===== config.mk =====
export PLATFORM = sky130hd
export DESIGN_NAME = execution_controller
export DESIGN_NICKNAME = d
export VERILOG_FILES = /design/src/rtl/execution_controller_pkg.sv /design/src/rtl/execution_controller_button_sync_edge.sv /design/src/rtl/execution_controller.sv
export SDC_FILE = /design/constraint.sdc
export NUM_CORES = 1
export LEC_CHECK = 0
export CORE_UTILIZATION = 55
export CTS_BUF_LIST = sky130_fd_sc_hd__clkbuf_4 sky130_fd_sc_hd__clkbuf_8
export CTS_CLUSTER_DIAMETER = 80
export DETAILED_ROUTE_END_ITERATION = 8
export GPL_TIMING_DRIVEN = 0
export PLACE_DENSITY = 0.88
export SYNTH_ARGS = -nofsm -noshare
export SYNTH_HDL_FRONTEND = slang
export SYNTH_SLANG_ARGS = --single-unit

===== constraint.sdc =====
create_clock -name clock -period 2.8 [get_ports clock]
set_input_delay 0.56 -clock clock [delete_from_list [all_inputs] [get_ports clock]]
set_output_delay 0.56 -clock clock [all_outputs]
set_load 0.01 [all_outputs]

===== src/rtl/execution_controller_pkg.sv =====
// Shared types and defaults for the execution controller slice.
package execution_controller_pkg;

   localparam int unsigned DEFAULT_QWIDTH      = 32;
   localparam int unsigned DEFAULT_SYNC_STAGES = 2;

   typedef enum logic [1:0] {
      STATE_RUN     = 2'd0,
      STATE_WAIT_IN = 2'd1,
      STATE_HALTED  = 2'd2
   } state_t;

endpackage


===== src/rtl/execution_controller_button_sync_edge.sv =====
// Button synchroniser plus rising-edge detector: one pulse per press.
module button_sync_edge
   import execution_controller_pkg::*;
#(
   parameter int unsigned SYNC_STAGES = DEFAULT_SYNC_STAGES
) (
   input  logic clock,
   input  logic reset,
   input  logic Button,
   output logic btnRise_c
);

   logic [SYNC_STAGES-1:0] syncChain;
   logic                   prevSynced;

   if (SYNC_STAGES < 2) begin : gBadStages
      $error("button_sync_edge: SYNC_STAGES must be at least 2");
   end

   always_ff @(posedge clock) begin
      if (reset) begin
         syncChain  <= '0;
         prevSynced <= 1'b0;
      end else begin
         syncChain  <= {syncChain[SYNC_STAGES-2:0], Button};
         prevSynced <= syncChain[SYNC_STAGES-1];
      end
   end

   assign btnRise_c = syncChain[SYNC_STAGES-1] & ~prevSynced;

endmodule


===== src/rtl/execution_controller.sv =====
// Commit-enable generator: input stall, terminal halt and instruction-count preemption timer.
module execution_controller
   import execution_controller_pkg::*;
#(
   parameter int unsigned QWIDTH      = DEFAULT_QWIDTH,
   parameter int unsigned SYNC_STAGES = DEFAULT_SYNC_STAGES
) (
   input  logic              clock,
   input  logic              reset,
   input  logic              Button,
   input  logic              EnableClock,
   input  logic              Halt,
   input  logic              setClock,
   input  logic              getInterruption,
   input  logic [QWIDTH-1:0] quantum,
   output logic              cpu_enable,
   output logic              irq_flag,
   output logic              waiting_input,
   output logic              halted
);

   state_t            state;
   state_t            nextState;
   logic              btnRise;
   logic [QWIDTH-1:0] counter;
   logic              armed;
   logic              expire;

   button_sync_edge #(
      .SYNC_STAGES(SYNC_STAGES)
   ) uButtonSync (
      .clock    (clock),
      .reset    (reset),
      .Button   (Button),
      .btnRise_c(btnRise)
   );

   always_ff @(posedge clock) begin
      if (reset) begin
         state <= STATE_RUN;
      end else begin
         state <= nextState;
      end
   end

   // Halt wins over a concurrent wait request; HALTED is left only by reset.
   always_comb begin
      nextState = state;
      case (state)
         STATE_RUN: begin
            if (Halt) begin
               nextState = STATE_HALTED;
            end else if (!EnableClock) begin
               nextState = STATE_WAIT_IN;
            end
         end
         STATE_WAIT_IN: begin
            if (btnRise) begin
               nextState = STATE_RUN;
            end
         end
         STATE_HALTED: nextState = STATE_HALTED;
         default:      nextState = STATE_RUN;
      endcase
   end

   always_comb begin
      cpu_enable    = 1'b0;
      waiting_input = (state == STATE_WAIT_IN);
      halted        = (state == STATE_HALTED);
      if (!reset) begin
         case (state)
            STATE_RUN:     cpu_enable = EnableClock & ~Halt;
            STATE_WAIT_IN: cpu_enable = btnRise;
            default:       cpu_enable = 1'b0;
         endcase
      end
   end

   // A reload in the same cycle suppresses the expiry.
   assign expire = armed & ~setClock & (counter == QWIDTH'(1));

   // Timer and flag only move on committed instructions.
   always_ff @(posedge clock) begin
      if (reset) begin
         counter  <= '0;
         armed    <= 1'b0;
         irq_flag <= 1'b0;
      end else if (cpu_enable) begin
         if (setClock) begin
            if (quantum != '0) begin
               counter <= quantum;
               armed   <= 1'b1;
            end else begin
               armed   <= 1'b0;
            end
         end else if (armed && (counter != '0)) begin
            counter <= counter - QWIDTH'(1);
            if (counter == QWIDTH'(1)) begin
               armed <= 1'b0;
            end
         end
         if (expire) begin
            irq_flag <= 1'b1;
         end else if (getInterruption) begin
            irq_flag <= 1'b0;
         end
      end
   end

endmodule

Yosys cells after proc, flatten, opt, wreduce, memory -nomap -nowiden
Index checks and enable logic that the tools add are counted.
{"block": "classes", "add_sub_neg": 1, "n_mul": 0, "n_div": 0, "magnitude_cmp": 0, "n_eq_ne": 6, "shifts": 0, "n_mux": 15, "bitwise_logic": 7, "reduce_logical": 11}
{"cell": "2-to-1 mux 32 bit", "n": 3}
{"cell": "nonzero test 32 bit", "n": 2}
{"cell": "equality test 32 x 1 -> 1 bit, second input constant", "n": 1}
{"cell": "subtractor 32 x 1 -> 32 bit, second input constant", "n": 1}
{"cell": "2-to-1 mux 1 bit", "n": 7}
{"cell": "2-to-1 mux 2 bit", "n": 3}
{"cell": "one-hot mux 2 bit (3 select lines)", "n": 1}
{"cell": "AND reduction 3 bit", "n": 2}
{"cell": "nonzero test 2 bit", "n": 3}
{"cell": "AND 1 bit", "n": 4}
{"cell": "!= test 2 x 1 -> 1 bit, second input constant", "n": 2}
{"cell": "AND reduction 2 bit", "n": 2}
{"cell": "!= test 3 bit, second input constant", "n": 1}
{"cell": "NOT 1 bit", "n": 3}
{"cell": "equality test 2 x 1 -> 1 bit, second input constant", "n": 1}
{"cell": "equality test 2 bit, second input constant", "n": 1}
{"cell": "logical NOT 2 bit", "n": 1}
{"cell": "one-hot mux 1 bit (2 select lines)", "n": 1}
{"cell": "logical AND 1 bit", "n": 1}
{"block": "word_totals", "reg_bits": 39, "latch_bits": 0, "mem_bits_rw": 0, "romBits": 0, "in_bits": 39, "output_inout_bits": 4, "wordCells": 46, "memories": 0}

Logic depth before layout (Yosys ltp)
Gate-level depths: netlist of run 1.
{"block": "depth", "word_depth": 5, "mapped_depth": 10, "ltp_nobuf": 8}

Modules after synthesis
Synthesis of run 1 repeated with hierarchy kept, for this count alone.
{"block": "unflattened", "hier_cells": 323, "hier_area_um2": 2643.8}
{"mod": "execution_controller", "n_inst": 1, "cells_per_inst": 316, "area_each_um2": 2556.2, "seq_area_each_um2": 720.7}
{"mod": "button_sync_edge", "n_inst": 1, "cells_per_inst": 7, "area_each_um2": 87.6, "seq_area_each_um2": 60.1}

Worst setup path before layout of run 1
OpenSTA, ideal clock, no wires.
{"block": "synth_timing", "path_type": "register -> register", "from": "reg counter[0]", "to": "reg counter[10]", "setup_time_ns": 0.117, "arrival_time_ns": 2.181, "t_required_ns": 2.683, "slack_ns": 0.502, "stages_incl_launch_ff": 10, "n_path_buf": 2, "synth_period_minus_slack_ns": 2.298, "path_cell_list": "dfxtp_1 > inv_1 > ha_1 > nor3b_2 > and4_1 > clkbuf_1 > nand4_1 > a21o_2 > buf_4 > a32o_1"}
{"block": "synth_between", "elab_chain_len": 4, "word_cells_on_any_way": 7, "classes_between": "add/sub (1); mux (2); reduce/logical (4)"}
{"element": "from (decl)", "line": "execution_controller.sv:25", "text": "logic [QWIDTH-1:0] counter;"}
{"element": "from (signal assigned)", "line": "execution_controller.sv:92", "text": "counter <= quantum;"}
{"element": "from (signal assigned)", "line": "execution_controller.sv:98", "text": "counter <= counter - QWIDTH'(1);"}
{"element": "parallel branches: the longest is 4 deep, another holds subtractor 32 x 1 -> 32 bit"}
Parallel ways; which one is timed is not known. The select of a mux whose other input is x is not followed.
A chain may end at the register's enable or synchronous reset.

Worst setup path after layout of run 1
{"block": "layout_timing", "from": "in EnableClock", "to": "out cpu_enable"}
{"block": "layout_between", "elab_chain_len": 3}
{"element": "from (decl)", "line": "execution_controller.sv:11", "text": "input logic EnableClock,"}
{"element": "AND 1 bit", "line": "execution_controller.sv:73", "text": "STATE_RUN: cpu_enable = EnableClock & ~Halt;"}
{"element": "one-hot mux 1 bit (2 select lines)", "line": "execution_controller.sv:72", "text": "case (state)"}
{"element": "2-to-1 mux 1 bit", "line": "execution_controller.sv:71", "text": "if (!reset) begin"}
{"element": "to (decl)", "line": "execution_controller.sv:16", "text": "output logic cpu_enable,"}
Every way passes these cells.

==> summary.md, run 1 <==
| Metric | Value |
|---|---|
| Clock buffer depth | 2 |
| Area Overhead vs Synth | 25.03% |
| Final wirelength | 7801 um |
| Syn Area/Cell | 7.570 um^2 |
| Reg-to-reg endpoint | counter[26] |
| Status | finished clean |
| Syn Inst Count | 319 |
| Total Power | 1.477 mW |
| Mapped Area | 0.002415 mm^2 |
| Root buf cell | clkbuf_8 |
| Top-count cell post-synth | nand2_1 |
| Crit end category | primary output |
| RSZ-0062 raised after global routing | false |
| Starting DRT DRC Count | 433 |
| Setup TNS | 0 ns |
| Worst Path Arrival | 2.07 ns |
| Reg2reg start | counter[0] |
| P_int | 0.9721 mW |
| Vias in the first global route | 2,484 |
| Yosys warns | 0 |
| First-pass GRT wire length | 11,870 um |
| # H-tree levels | 2 |
| Final setup viols | 0 |
| Crit path max fanout | 4 |
| Power per cell area | 489.2 mW/mm^2 |
| VDD IR max | 0.0004375 V |
| Top cell type's share of synthesized area | 0.3233 |
| Max cap viols | 0 |
| Die Ht | 68.26 um |
| Worst EP required | 2.24 ns |
| Clock Skews | 0.008114 ns |
| Nets | 412 |
| Fmax | 380.1 MHz |
| Hold Path Depth | 1 |
| Vias per cell | 6.784 |
| Sequential share of the synthesized area | 0.3233 |
| Inst Count DP | 411 |
| Port Buf Inserts | 42 |
| Synth cell count leaders | nand2_1, dfxtp_1, o21ai_0 |
| Sink Count | 39 |
| Starting density of the core | 0.5868 |
| Post-layout util | 0.7337 |
| Leak | 1.119 nW |
| Adder-Cell Fraction of Synth Area | 0.01036 |
| Synth top area cells | dfxtp_1, a32o_1, o21ai_0, nand2_1, a21oi_1 |
| Critical path's slowest cell | clkdlybuf4s50_1 |
| Switching power | 0.5049 mW |
| Initial antenna violation count | 0 |
| Diode count | 0 |
| Clock latency on the worst-skew pair | 0.30 ns |
| Post-CTS Hold Buffers | 0 |
| Post-route ant nets | 0 |
| R2r setup slk | 0.26 ns |
| Synth Flop Type | dfxtp_1 |
| Crit-path cells | clkdlybuf4s50_1, nor3b_1, o21ai_0, inv_1, clkdlybuf4s50_1 |
| # DRC | 0 |
| Final hold vios | 0 |
| Startpoint Class | input pin |
| Die X | 68.26 um |
| GPL Wtd Cong | 0.9179 |
| Synth Register Bits | 39 |
| CP peak stage delay | 0.57 ns |
| Mux share of post-synthesis cell area | 0 |
| Place WS | 0.02145 ns |
| Share of flip-flops with an asynchronous set or reset | 0 |
| Post-synthesis compound-gate area fraction | 0.3114 |
| Reg2Reg Depth | 9 |
| Comb power frac | 0.324 |
| Largest area contributor in the netlist | dfxtp_1 |
| HP Class | register to register |
| Sw frac | 0.3419 |
| Overflow left after global routing | 0 |
| CTS Buf Count | 5 |
| Minimum clock period | 2.631 ns |
| IO Count | 43 |
| WS Path Type | input pin to primary output |
| Wire per inst | 18.49 um |
| Share of cells above drive strength 1 | 0.08065 |
| Synth Area in XOR/XNOR | 0 |
| Worst Tran Pin Value | 0.8274 ns |
| TritonCTS clock tree | done |
| Seq pwr share | 0.404 |
| Die area | 0.004659 mm^2 |
| Largest family of logic cells by synthesized area | compound AO/OA/AOI/OAI gates |
| GRT Overall Usage | 0.3500 |
| Slew Limit Fails | 0 |
| Largest net degree at the start of global routing | 12 |
| Pre-antenna DRT Iters | 6 |
| Most common cell on crit path | clkdlybuf4s50_1 |
| Post-Synth Simple-Gate Area | 0.2855 |
| Row cnt | 23 |
| Crit. Startpoint | EnableClock |
| Vias | 2,863 |
| Core area | 0.004115 mm^2 |
| Period utilization | 0.9397 |
| Finished Layout Cells | 422 |
| Cell variety after synth | 43 |
| HPWL after DPL | 5325 um |
| Termination of the worst setup path | cpu_enable |
| Post-synthesis net count | 360 |
| Reg clk slew, reported paths | 0.08 ns |
| Post-synth EDFFs | 0 |
| Relative slew slack | 0.4438 |
| Clk pwr share | 0.272 |
| Final worst slack | 0.1689 ns |
## layout make-up
cell class              instances  area [um^2]
plain buffers                  25        141.4
clock buffers                   7        83.83
clock inverters                 1        5.005
fillers                       336         1096
inverters                       6        22.52
multi-input cells             248         1473
flip-flops and latches         39        780.7
well taps                      50        62.56
repair buffers                 46        450.4
## cell usage in the layout (no fill, tap or decap), types with 2 or more instances in the layout
cell,n
and3_1,3
a32o_1,18
nor2b_1,5
nor4_1,13
clkdlybuf4s50_1,42
or3_1,4
o31ai_1,7
buf_4,6
clkbuf_4,2
nand4_1,4
nand3_1,4
inv_1,6
nor2_1,21
ha_1,2
o21ai_0,34
a41oi_1,2
clkbuf_8,5
nor4_2,2
nand2_1,43
o21ai_1,11
o41ai_1,8
a21oi_1,22
dfxtp_1,39
or4_1,2
a31oi_1,2
and2_1,5
buf_6,5
a22o_1,2
clkbuf_1,16
and4_1,2
nor3_1,18
## power by group through the flow
stage | clock network, mW | registers (mW) | logic (mW)
global placement | 0 | 0.608 | 0.443
detailed placement | 0 | 0.609 | 0.451
global route | 0.427 | 0.601 | 0.515
floorplan | 0 | 0.604 | 0.302
CTS | 0.398 | 0.596 | 0.455
finish | 0.402 | 0.597 | 0.478
## critical path: cells and delay by family
family / cells / cell delay (ns)
AOI/OAI and AO/OA: 1 / 0.12
buffers and inverters: 3 / 1.21
and+or+nand+nor: 1 / 0.19
## registers in the layout, indices dropped and copies added, names as in the netlist
signal	cells
counter	32
state	2
uButtonSync.syncChain	2
armed	1
irq_flag	1
uButtonSync.prevSynced	1
## kinds of logic after synthesis
| logic type | after synthesis |
|---|---|
| simple gates | 133 |
| compound gates | 113 |
| flops | 39 |
| buf+inv | 32 |
| fa+ha+maj | 2 |
## through the flow
| step | cell area [um^2] | hold slack [ns] |
|---|---|---|
| after floorplan | 2415 | 0.4138 |
| after global placement | 2898 | 0.4283 |
| after detailed placement | 2898 | 0.4555 |
| after CTS | 2987 | 0.4706 |
| after global routing | 3019 | 0.4790 |
| final | 3019 | 0.4667 |
## per-layer routing
layer | wire [um] | vias up | part of all wire | global-route usage
li1 | - | 1316 | - | -
met1 | 3048 | 1296 | 0.39 | 0.4427
met2 | 3576 | 216 | 0.46 | 0.5515
met3 | 855 | 35 | 0.11 | 0.06500
met4 | 321 | 0 | 0.041 | 0.2005
met5 | 0 | - | 0 | 0
## worst min path at each step
stage                                         from                        to
after detailed placement  uButtonSync.syncChain[0]  uButtonSync.syncChain[1]
after floorplan           uButtonSync.syncChain[0]  uButtonSync.syncChain[1]
final                     uButtonSync.syncChain[0]  uButtonSync.syncChain[1]
after global placement    uButtonSync.syncChain[0]  uButtonSync.syncChain[1]
after global routing      uButtonSync.syncChain[0]  uButtonSync.syncChain[1]
after CTS                 uButtonSync.syncChain[0]  uButtonSync.syncChain[1]
## what timing repair did
action                     CTS  global route
setup endpoints to repair    0            32
resized for setup            0             1
setup buffers                0             4
No activity file was read; power rests on OpenSTA's default activity.
==> run 2, diff against run 1 <==
Settings changed: CORE_UTILIZATION 55 to 40, PLACE_DENSITY 0.88 to 0.68.
==> summary.md, run 2 (synthesized netlist as in run 1, its figures left out) <==
| Metric | Value |
|---|---|
| Setup TNS | 0 ns (unchanged) |
| Worst Path Arrival | 2.81 ns (+0.74 ns) |
| WHS | 0.4512 ns (-0.01549 ns) |
| Max cap viols | 0 (unchanged) |
| Worst EP required | 3.01 ns (+0.77 ns) |
| Final hold vios | 0 (unchanged) |
| Core area | 0.005675 mm^2 (+38%) |
| P_int | 0.9691 mW (-0.31%) |
| Relative slew slack | 0.4301 (-0.01367) |
| Inst Count DP | 433 (+5.4%) |
| HP Class | register to register |
| Pre-antenna DRT Iters | 5 (-1) |
| Clk pwr share | 0.270 (-0.002) |
| Clock buffer depth | 2 (unchanged) |
| Crit end category | register |
| Sw frac | 0.3392 (-0.002653) |
| GPL Wtd Cong | 0.8915 (-2.9%) |
| WS Path Type | register to register |
| CP bufs+invs | 2 (-1) |
| Switching power | 0.4974 mW (-1.5%) |
| Critical path's slowest cell | and4_1 |
| Die X | 79.70 um (+17%) |
| Sink Count | 39 (unchanged) |
| Share of cells above drive strength 1 | 0.07568 (-0.004969) |
| Most frequent cells in the layout | nand2_1, clkdlybuf4s50_1, dfxtp_1, o21ai_0, a21oi_1 |
| Seq pwr share | 0.407 (+0.003) |
| # H-tree levels | 2 (unchanged) |
| Starting density of the core | 0.4255 (-0.1613) |
| Largest net degree at the start of global routing | 12 (unchanged) |
| Starting DRT DRC Count | 242 (-44%) |
| Max reg flops | 32 (unchanged) |
| Wire per inst | 17.75 um (-4.0%) |
| Register area | 780.7 um^2 (unchanged) |
| Area Overhead vs Synth | 25.80% |
| Crit-path leading delay family | simple AND/OR/NAND/NOR gates |
| Final wirelength | 7845 um (+0.56%) |
| VDD IR max | 0.0003429 V (-22%) |
| CP peak stage delay | 0.44 ns (-0.13 ns) |
| Leak | 1.112 nW (-0.57%) |
| HPWL after DPL | 5511 um (+3.5%) |
| Post-route ant nets | 0 (unchanged) |
| Row cnt | 27 (+17%) |
| Initial antenna violation count | 0 (unchanged) |
| CTS Buf Count | 5 (unchanged) |
| IO Count | 43 (unchanged) |
| Finished Layout Cells | 442 (+4.7%) |
| First-pass GRT wire length | 12,310 um (+3.7%) |
| # fillers | 569 (+69%) |
| Vias | 2,758 (-3.7%) |
| Power per cell area | 482.7 mW/mm^2 (-1.3%) |
| GRT Overall Usage | 0.2540 (-0.09599) |
| Clock latency on the worst-skew pair | 0.30 ns (about the same) |
| Biggest register | counter |
| Fmax | 384.3 MHz (+1.1%) |
| Status | finished clean |
| Diode count | 0 (unchanged) |
| Comb power frac | 0.323 (about the same) |
| Vias per cell | 6.240 (-8.0%) |
| Root buf cell | clkbuf_8 |
| Slew Limit Fails | 0 (unchanged) |
| Period utilization | 0.9293 (-0.01036) |
| Die area | 0.006352 mm^2 (+36%) |
| Final setup viols | 0 (unchanged) |
| Most common cell after layout, fill and taps aside | nand2_1 |
| Nets | 411 (-0.24%) |
| Die Ht | 79.70 um (+17%) |
| Overflow left after global routing | 0 (unchanged) |
| TritonCTS clock tree | done |
| Clock Skews | 0.01068 ns (+0.002562 ns) |
| Minimum clock period | 2.602 ns (-0.02900 ns) |
| Worst Tran Pin Value | 0.8478 ns (+0.02034 ns) |
| Reg clk slew, reported paths | 0.07 ns (about the same) |
| Crit-path cells | inv_1, ha_1, nor3b_4, and4_1, nand4_1, a21oi_2, buf_4, o21ai_0, a21oi_1 |
| Total Power | 1.467 mW (-0.71%) |
| Startpoint Class | register |
| # DRC | 0 (unchanged) |
| Crit path max fanout | 10 (+6) |
| Vias in the first global route | 2,447 (-1.5%) |
| Multi-input logic area | 0.001473 mm^2 (unchanged) |
| Regs by FF count | counter x32, state x2, uButtonSync.syncChain x2 |
| Post-layout util | 0.5353 (-0.1984) |
| Port Buf Inserts | 42 (unchanged) |
-- run 2: changes by cell type in the layout (fill, tap and decap cells not counted) --
cell	change
clkbuf_8	+1
clkbuf_4	-2
buf_4	-1
-- run 2: worst reg2reg max path, stage by stage (launching register included) --
cell and delay, ns:
dfxtp_1 0.34, inv_1 0.14, ha_1 0.25, nor3b_4 0.36, and4_1 0.44, nand4_1 0.19
a21oi_2 0.29, buf_4 0.23, o21ai_0 0.11, a21oi_1 0.18
-- run 2: timing repair --
item / in CTS / in global routing
setup buffers: 0 / 3
hold buffers: 0 / 0
resized for setup: 1 / 0
endpoints found under the setup margin: 5 / 21
-- run 2: path summary, 6_finish.rpt --
kind	from	endpoint	slack, ns	cells past startpoint
worst max-delay path	counter[0]	counter[24]	0.20	9
worst min-delay path	uButtonSync.syncChain[0]	uButtonSync.syncChain[1]	0.45	1
worst max register to register	counter[0]	counter[24]	0.20	9
worst min register to register	uButtonSync.syncChain[0]	uButtonSync.syncChain[1]	0.45	1
-- run 2: layout make-up --
| class | count | area share |
|---|---|---|
| Timing Repair Buffer | 45 | 0.1458 |
| Tap cell | 72 | 0.02965 |
| Buffer | 25 | 0.04654 |
| Inverter | 6 | 0.007414 |
| Sequential cell | 39 | 0.2570 |
| Clock buffer | 6 | 0.02718 |
| Multi-Input combinational cell | 248 | 0.4848 |
| Clock inverter | 1 | 0.001647 |
-- run 2: through the flow --
| stage | cell area [um^2] | worst slack, ns |
|---|---|---|
| 6_report | 3038 | 0.1979 |
| 5_1_grt | 3038 | -0.004130 |
| 4_1_cts | 3019 | 0.03388 |
| 3_5_place_dp | 2925 | -0.05017 |
| 3_3_place_gp | 2925 | -0.02214 |
| 2_1_floorplan | 2415 | 0.5018 |
-- run 2: power groups by stage --
stage,Clock (mW),Combinational (mW),Sequential [mW]
after floorplan,0,0.302,0.604
final,0.396,0.474,0.597
after global placement,0,0.450,0.608
after global routing,0.423,0.514,0.599
after CTS,0.396,0.459,0.596
after detailed placement,0,0.455,0.609
-- run 2: metal layers --
layer  track usage  wire [um]  vias up
met5             0          0        -
met4       0.06000        103        0
met3       0.04114        620       16
met2        0.4308       3680      131
met1        0.3338       3441     1301
li1              -          -     1310
